$ cat src/rtl/bus_arbiter.sv
// Two-master round-robin arbiter and mux for the serial slave bus.
// Each grant tenure can be revoked by a hold timeout. Every change of owner passes through a one-cycle turnaround.
module bus_arbiter #(
  parameter int TIMEOUT = 64
) (
  input  logic clk,
  input  logic rst,
  input  logic m1_req,
  input  logic m1_validIn,
  input  logic m1_wren,
  input  logic m1_Address,
  input  logic m1_DataIn,
  input  logic m2_req,
  input  logic m2_validIn,
  input  logic m2_wren,
  input  logic m2_Address,
  input  logic m2_DataIn,
  input  logic s_ready,
  input  logic s_validOut,
  input  logic s_DataOut,
  output logic validIn,
  output logic wren,
  output logic Address,
  output logic DataIn,
  output logic m1_grant,
  output logic m2_grant,
  output logic m1_ready,
  output logic m1_validOut,
  output logic m1_DataOut,
  output logic m2_ready,
  output logic m2_validOut,
  output logic m2_DataOut,
  output logic timeout
);

  // state | meaning
  // IDLE  | no owner, arbitrating among eligible masters
  // GNT1  | master 1 owns the bus
  // GNT2  | master 2 owns the bus
  // TURN  | one dead cycle between owners

  localparam int CW = (TIMEOUT > 0) ? $clog2(TIMEOUT + 1) : 1;
  localparam logic [CW-1:0] CNT_SAT  = CW'(TIMEOUT);
  localparam logic [CW-1:0] CNT_LAST = CW'(TIMEOUT - 1);

  typedef enum logic [1:0] {IDLE, GNT1, GNT2, TURN} state_t;

  state_t        state;
  logic          last_owner;   // 0 = M1, 1 = M2
  logic [CW-1:0] counter;
  logic          block1;
  logic          block2;
  logic          elig1;
  logic          elig2;
  logic          tmo_hit;

  assign elig1   = m1_req && !block1;
  assign elig2   = m2_req && !block2;
  assign tmo_hit = (TIMEOUT != 0) && (counter == CNT_LAST);

  always_ff @(posedge clk or posedge rst) begin
    if (rst) begin
      state      <= IDLE;
      last_owner <= 1'b1;
      counter    <= '0;
      block1     <= 1'b0;
      block2     <= 1'b0;
      timeout    <= 1'b0;
    end else begin
      timeout <= 1'b0;
      if (!m1_req) block1 <= 1'b0;
      if (!m2_req) block2 <= 1'b0;
      if (counter != CNT_SAT) counter <= counter + 1'b1;
      case (state)
        IDLE: begin
          if (elig1 && (!elig2 || last_owner)) begin
            state      <= GNT1;
            last_owner <= 1'b0;
            counter    <= '0;
          end else if (elig2) begin
            state      <= GNT2;
            last_owner <= 1'b1;
            counter    <= '0;
          end
        end
        // A release on the same edge as the limit takes priority over the timeout.
        GNT1: begin
          if (!m1_req) begin
            state <= TURN;
          end else if (tmo_hit) begin
            state   <= TURN;
            timeout <= 1'b1;
            block1  <= 1'b1;
          end
        end
        GNT2: begin
          if (!m2_req) begin
            state <= TURN;
          end else if (tmo_hit) begin
            state   <= TURN;
            timeout <= 1'b1;
            block2  <= 1'b1;
          end
        end
        TURN:    state <= IDLE;
        default: state <= IDLE;
      endcase
    end
  end

  assign m1_grant = (state == GNT1);
  assign m2_grant = (state == GNT2);

  always_comb begin
    validIn     = 1'b0;
    wren        = 1'b0;
    Address     = 1'b0;
    DataIn      = 1'b0;
    m1_ready    = 1'b0;
    m1_validOut = 1'b0;
    m1_DataOut  = 1'b0;
    m2_ready    = 1'b0;
    m2_validOut = 1'b0;
    m2_DataOut  = 1'b0;
    case (state)
      GNT1: begin
        validIn     = m1_validIn;
        wren        = m1_wren;
        Address     = m1_Address;
        DataIn      = m1_DataIn;
        m1_ready    = s_ready;
        m1_validOut = s_validOut;
        m1_DataOut  = s_DataOut;
      end
      GNT2: begin
        validIn     = m2_validIn;
        wren        = m2_wren;
        Address     = m2_Address;
        DataIn      = m2_DataIn;
        m2_ready    = s_ready;
        m2_validOut = s_validOut;
        m2_DataOut  = s_DataOut;
      end
      default: ;
    endcase
  end

endmodule

$ cat config.mk
export PLATFORM = sky130hd
export DESIGN_NAME = bus_arbiter
export DESIGN_NICKNAME = d
export VERILOG_FILES = /design/src/rtl/bus_arbiter.sv
export SDC_FILE = /design/constraint.sdc
export NUM_CORES = 1
export LEC_CHECK = 0
export ABC_AREA = 1
export BUFFER_PORTS_ARGS = -buffer_cell sky130_fd_sc_hd__buf_4
export CAP_MARGIN = 15
export CORE_MARGIN = 1.5
export CORE_UTILIZATION = 52
export DETAILED_ROUTE_END_ITERATION = 16
export GPL_ROUTABILITY_DRIVEN = 0
export PLACE_DENSITY = 0.82
export SYNTH_ARGS = -nofsm -noshare
export SYNTH_HDL_FRONTEND = slang
export SYNTH_SLANG_ARGS = --single-unit
$ cat constraint.sdc
create_clock -name clk -period 2.37 [get_ports clk]
set_input_delay 0 -clock clk [delete_from_list [all_inputs] [get_ports clk]]
set_output_delay 0 -clock clk [all_outputs]
set_load 0.02 [all_outputs]
Word level (Yosys, flattened, before mapping)
Index checks and enable logic that the tools add are counted.
Widths: inputs -> output; s select.
- input bits: 15
- memory bits (writable): 0
- ROM bits: 0
- latch bits: 0
- bits in registers: 13
- memories kept: 0
- output and inout bits: 13
- div/mod/pow operators: 0
- add/sub/neg operators: 1
- shift operators: 0
- multiplexer cells: 34
- bitwise gates (word level): 0
- equal/unequal tests: 6
- magnitude comparators: 0
- $mul: 0
- reductions and logical operators: 10
- operators with widths (cell ; count):
    $mux 7 ; 4
    $mux 1 ; 19
    $mux 2 ; 5
    $pmux 1 s2 ; 5
    $pmux 2 s4 ; 1
    $add 7x1->7 const B ; 1
    $eq 7x6->1 const B ; 1
    $ne 7x7->1 const B ; 1
    $eq 2x2->1 const B ; 2
    $logic_and 1x1->1 ; 3
    $logic_not 1->1 ; 3
    $ne 3x3->1 const B ; 1
    $eq 2x1->1 const B ; 1
    $logic_not 2->1 ; 1
    $reduce_and 2->1 ; 1
    $reduce_bool 2->1 ; 1
    $logic_or 1x1->1 ; 1

Depth between registers and ports, before layout
- depth after elaboration: 7
- gate-level depth with buffers: 9
- depth with buffers taken out: 8

Worst setup path before layout
No wires, ideal clock.
- path type: reg2out
- start: register state[0]
- end: output validIn
- path buffers: 1
- stages on the path, launching flop included: 6
- required time: 2.370 ns
- arrival: 1.427 ns
- setup slack: 0.943 ns
- cell sequence: dfrtp_1 > inv_1 > ha_1 > buf_2 > nand2_1 > a21oi_1
- word-level cells in the longest chain between the ends: 2
- elaborated cells on any way between the ends: 3
- RTL lines (what ; line ; RTL):
    start, declared ; 48 ; state_t state;
    start signal, assigned ; 63 ; state <= IDLE;
    start signal, assigned ; 77 ; state <= GNT1;
    start signal, assigned ; 81 ; state <= GNT2;
    $eq 2x2->1 ; -- ;
    named net m2_grant ; 26 ; output logic m2_grant,
    $pmux 1 s2 ; 125 ; case (state)
    end, declared ; 21 ; output logic validIn,
The timed path passes the listed nets, and every way through them passes these cells.

Final worst setup path
- start: register state[0]
- end: output validIn
- word-level cells in the longest chain between the ends: 2
- elaborated cells on any way between the ends: 3
- RTL lines (what ; line):
    $eq 2x2->1 or $eq 2x1->1 (tied branches) ; 125
    $pmux 1 s2 * ; 125
Mark *: on every way between the ends. The rest lies on a longest branch, timed or not.

==> impl_results.md <==
* Run status: finished, final reports clean
* # setup viols final at 0
* Worst hold path class: input pin to flop
* Antenna-violating nets left at 0
* Synthesized flop and latch total at 13
* Hpwl dp at 1446 µm
* Crit path cell chain: inv_1, ha_1, nand2_1, a21oi_1, buf_4
* Clock Pin Slew Worst Setup and Hold Paths at 0.08 ns
* Multi-input gate area at 424.2 µm²
* Chip Width at 43.33 µm
* Measured slew at the worst slew-check pin at 0.5153 ns
* Synth area leaders: dfrtp_1 (36%), nand2_1 (18%), inv_1 (9.3%)
* Sequential-to-total area share from yosys stat at 38.61%
* Fmax at 608.3 MHz
* Num Clock Sinks at 13
* Final Power at 1.154 mW
* Port bufs at 27
* Global-route wire length before repair at 3105 µm
* Final Skew at 0.008010 ns
* Post-CTS Setup Repair Bufs at 0
* Cts bufs inserted at 3
* Netlist cell types at 20
* Register Area at 326.6 µm²
* Antenna violations before repair at 0
* Vias per cell at 4.744
* Final Cycle Share at 69.37%
* Final hold vios at 0
* Pleak at 0.6429 nW
* Syn avg cell area at 6.990 µm²
* Ys async rst share at 100.0%
* CTS tree: done
* Data arrival time of the worst path at 1.64 ns
* Post-synth EDFFs at 0
* Synth-to-Final Area Change at 30.47%
* Worst IR drop on VDD at 0.0006849 V
* WP data required at 2.37 ns
* Layout cell share with drive strength beyond 1 at 25.66%
* Initial core utilization at 56.15%
* Worst Path Max Fanout at 13
* Clk buf depth at 2
* CTS HTree Levels at 1
* Row cnt at 14
* Net Count, Synth at 141
* Top FF cell, synth: dfrtp_1
* Most common library cells after synthesis: nand2_1 (41), inv_1 (21), dfrtp_1 (12), nor2_1 (11), a21oi_1 (10)
* Inst Count DP at 162
* Vias in the first global route at 723
* Crit path time final at 1.644 ns
* Crit. End Element: output port
* RSZ-0062 raised after global routing: false
* Pwr per Cell Area at 1046 nW/µm²
* Gate Count Post-Synth at 121
* Cell with the most instances after synthesis: nand2_1
* CP max stage cell: ha_1
* Crit-path max cell delay at 0.43 ns
* Worst path bufs/invs at 2
* Core box area at 1506 µm²
* Largest net degree at the start of global routing at 14
* Largest area contributor in the netlist: dfrtp_1
* Die height at 43.33 µm
* Final Instance Count excl. Fillers at 168
* Post-synthesis cell area at 845.8 µm²
* Ys Warns at 0
* Critical path class: flop to output port
* Setup TNS at 0 ns
* GRT Residual Overflow at 0
* IO Count at 28
* R2R setup slack at 0.99 ns
* Root Driver: clkbuf_4
* Tot GR Track Use at 22.10%
* Worst slew margin at 65.61%
* Final-stage net count at 173
* DRT Pass-1 Iters at 4
* CP Launch Type: flop
* Pins Over Slew Limit at 0
* Share of the synthesized area in the top cell type at 35.50%
* Per-cell routed wire length at 10.90 µm
* Area of the die at 1877 µm²
* Maxcap violations at 0
* Final instance area at 1104 µm²
* ANT cells at 0
* Area after DPL at 1056 µm²
* Drt total wl at 1831 µm
* Vias at 797
* Crit path max-delay family: adder cells
* DRC viols at 0
* Fillcell total at 132
* Initial DRC count at 12
* Insertion delay to the later sink of the worst-skew pair at 0.29 ns
## report_power, final
group	total [mW]	switching (mW)	internal [mW]	leakage (nW)
clock network	0.142	0.0797	0.0627	0.0177
logic	0.661	0.403	0.259	0.456
registers	0.350	0.0593	0.291	0.169
## layout make-up
type,count,share of cell area [%]
inverter,22,7.483
tap,16,1.814
timing repair buffer,29,20.18
sequential,13,29.59
clock inverter,1,0.4535
multi-input combinational,84,38.44
clock buffer,3,2.041
## registers in the layout (all words and copies together), names as in the netlist
| signal | count |
|---|---|
| block1 | 1 |
| block2 | 1 |
| counter | 7 |
| last_owner | 1 |
| state | 2 |
| timeout | 1 |
## metrics by stage
stage / utilization (%) / hold WS [ns] / setup WS, ns
final: 73.26 / 0.03662 / 0.7260
after global routing: 73.26 / 0.03658 / 0.6128
after CTS: 73.26 / 0.04018 / 0.7458
after detailed placement: 70.10 / 0.06218 / 1.030
after global placement: 70.10 / 0.05261 / 1.052
after floorplan: - / -0.1238 / 0.9433
## cells in the final DEF (no fill, tap or decap)
master         instances
nand2_1               41
buf_4                 27
inv_1                 21
dfrtp_1               12
nor2_1                11
a21oi_1               10
ha_1                   5
nand3_1                4
o21ai_0                3
clkbuf_4               3
o21ai_2                2
xor2_1                 2
dlygate4sd3_1          2
nand3b_1               1
inv_2                  1
nand3_2                1
or2_2                  1
nand2_2                1
nor2_4                 1
nor3_1                 1
clkinv_2               1
dfstp_2                1
## what timing repair did
item,CTS,global route
hold buffers,2,0
hold endpoints to repair,13,0
resized for setup,0,0
## worst min-delay path, cell delays in order
cell	delay, ns
buf_4	0.12
inv_1	0.10
a21oi_1	0.05
## worst paths after layout
check                                       startpoint                endpoint  depth (start not counted)
worst min-delay path                            m1_req        block1$_DFF_PP0_                          3
worst max-delay path              state[0]$_DFFE_PP0P_                 validIn                          5
worst max register to register    state[0]$_DFFE_PP0P_        block2$_DFF_PP0_                          4
worst min register to register  last_owner$_DFFE_PP1P_  last_owner$_DFFE_PP1P_                          2
min in group asynchronous                          rst    counter[0]$_DFF_PP0_                          3
max in group asynchronous                          rst  last_owner$_DFFE_PP1P_                          3
## kinds of logic after synthesis
kind of cell / count (synthesis) / synth area share [%]
AO/OA/AOI/OAI: 15 / 9.763
XOR/XNOR: 2 / 2.071
adder cells (fa/ha/maj): 5 / 7.396
buffers and inverters: 24 / 11.24
flip-flops: 13 / 38.61
AND/OR/NAND/NOR: 62 / 30.92
## per-layer routing
layer  vias to the layer above  share of wire, %  GRT usage (%)
met5                         -                 0              0
met4                         0               1.0          5.455
met3                         4               3.8          5.000
met2                        14                48          37.01
met1                       351                47          29.19
li1                        428                 -              -
Power figures use the tool's default switching activity.
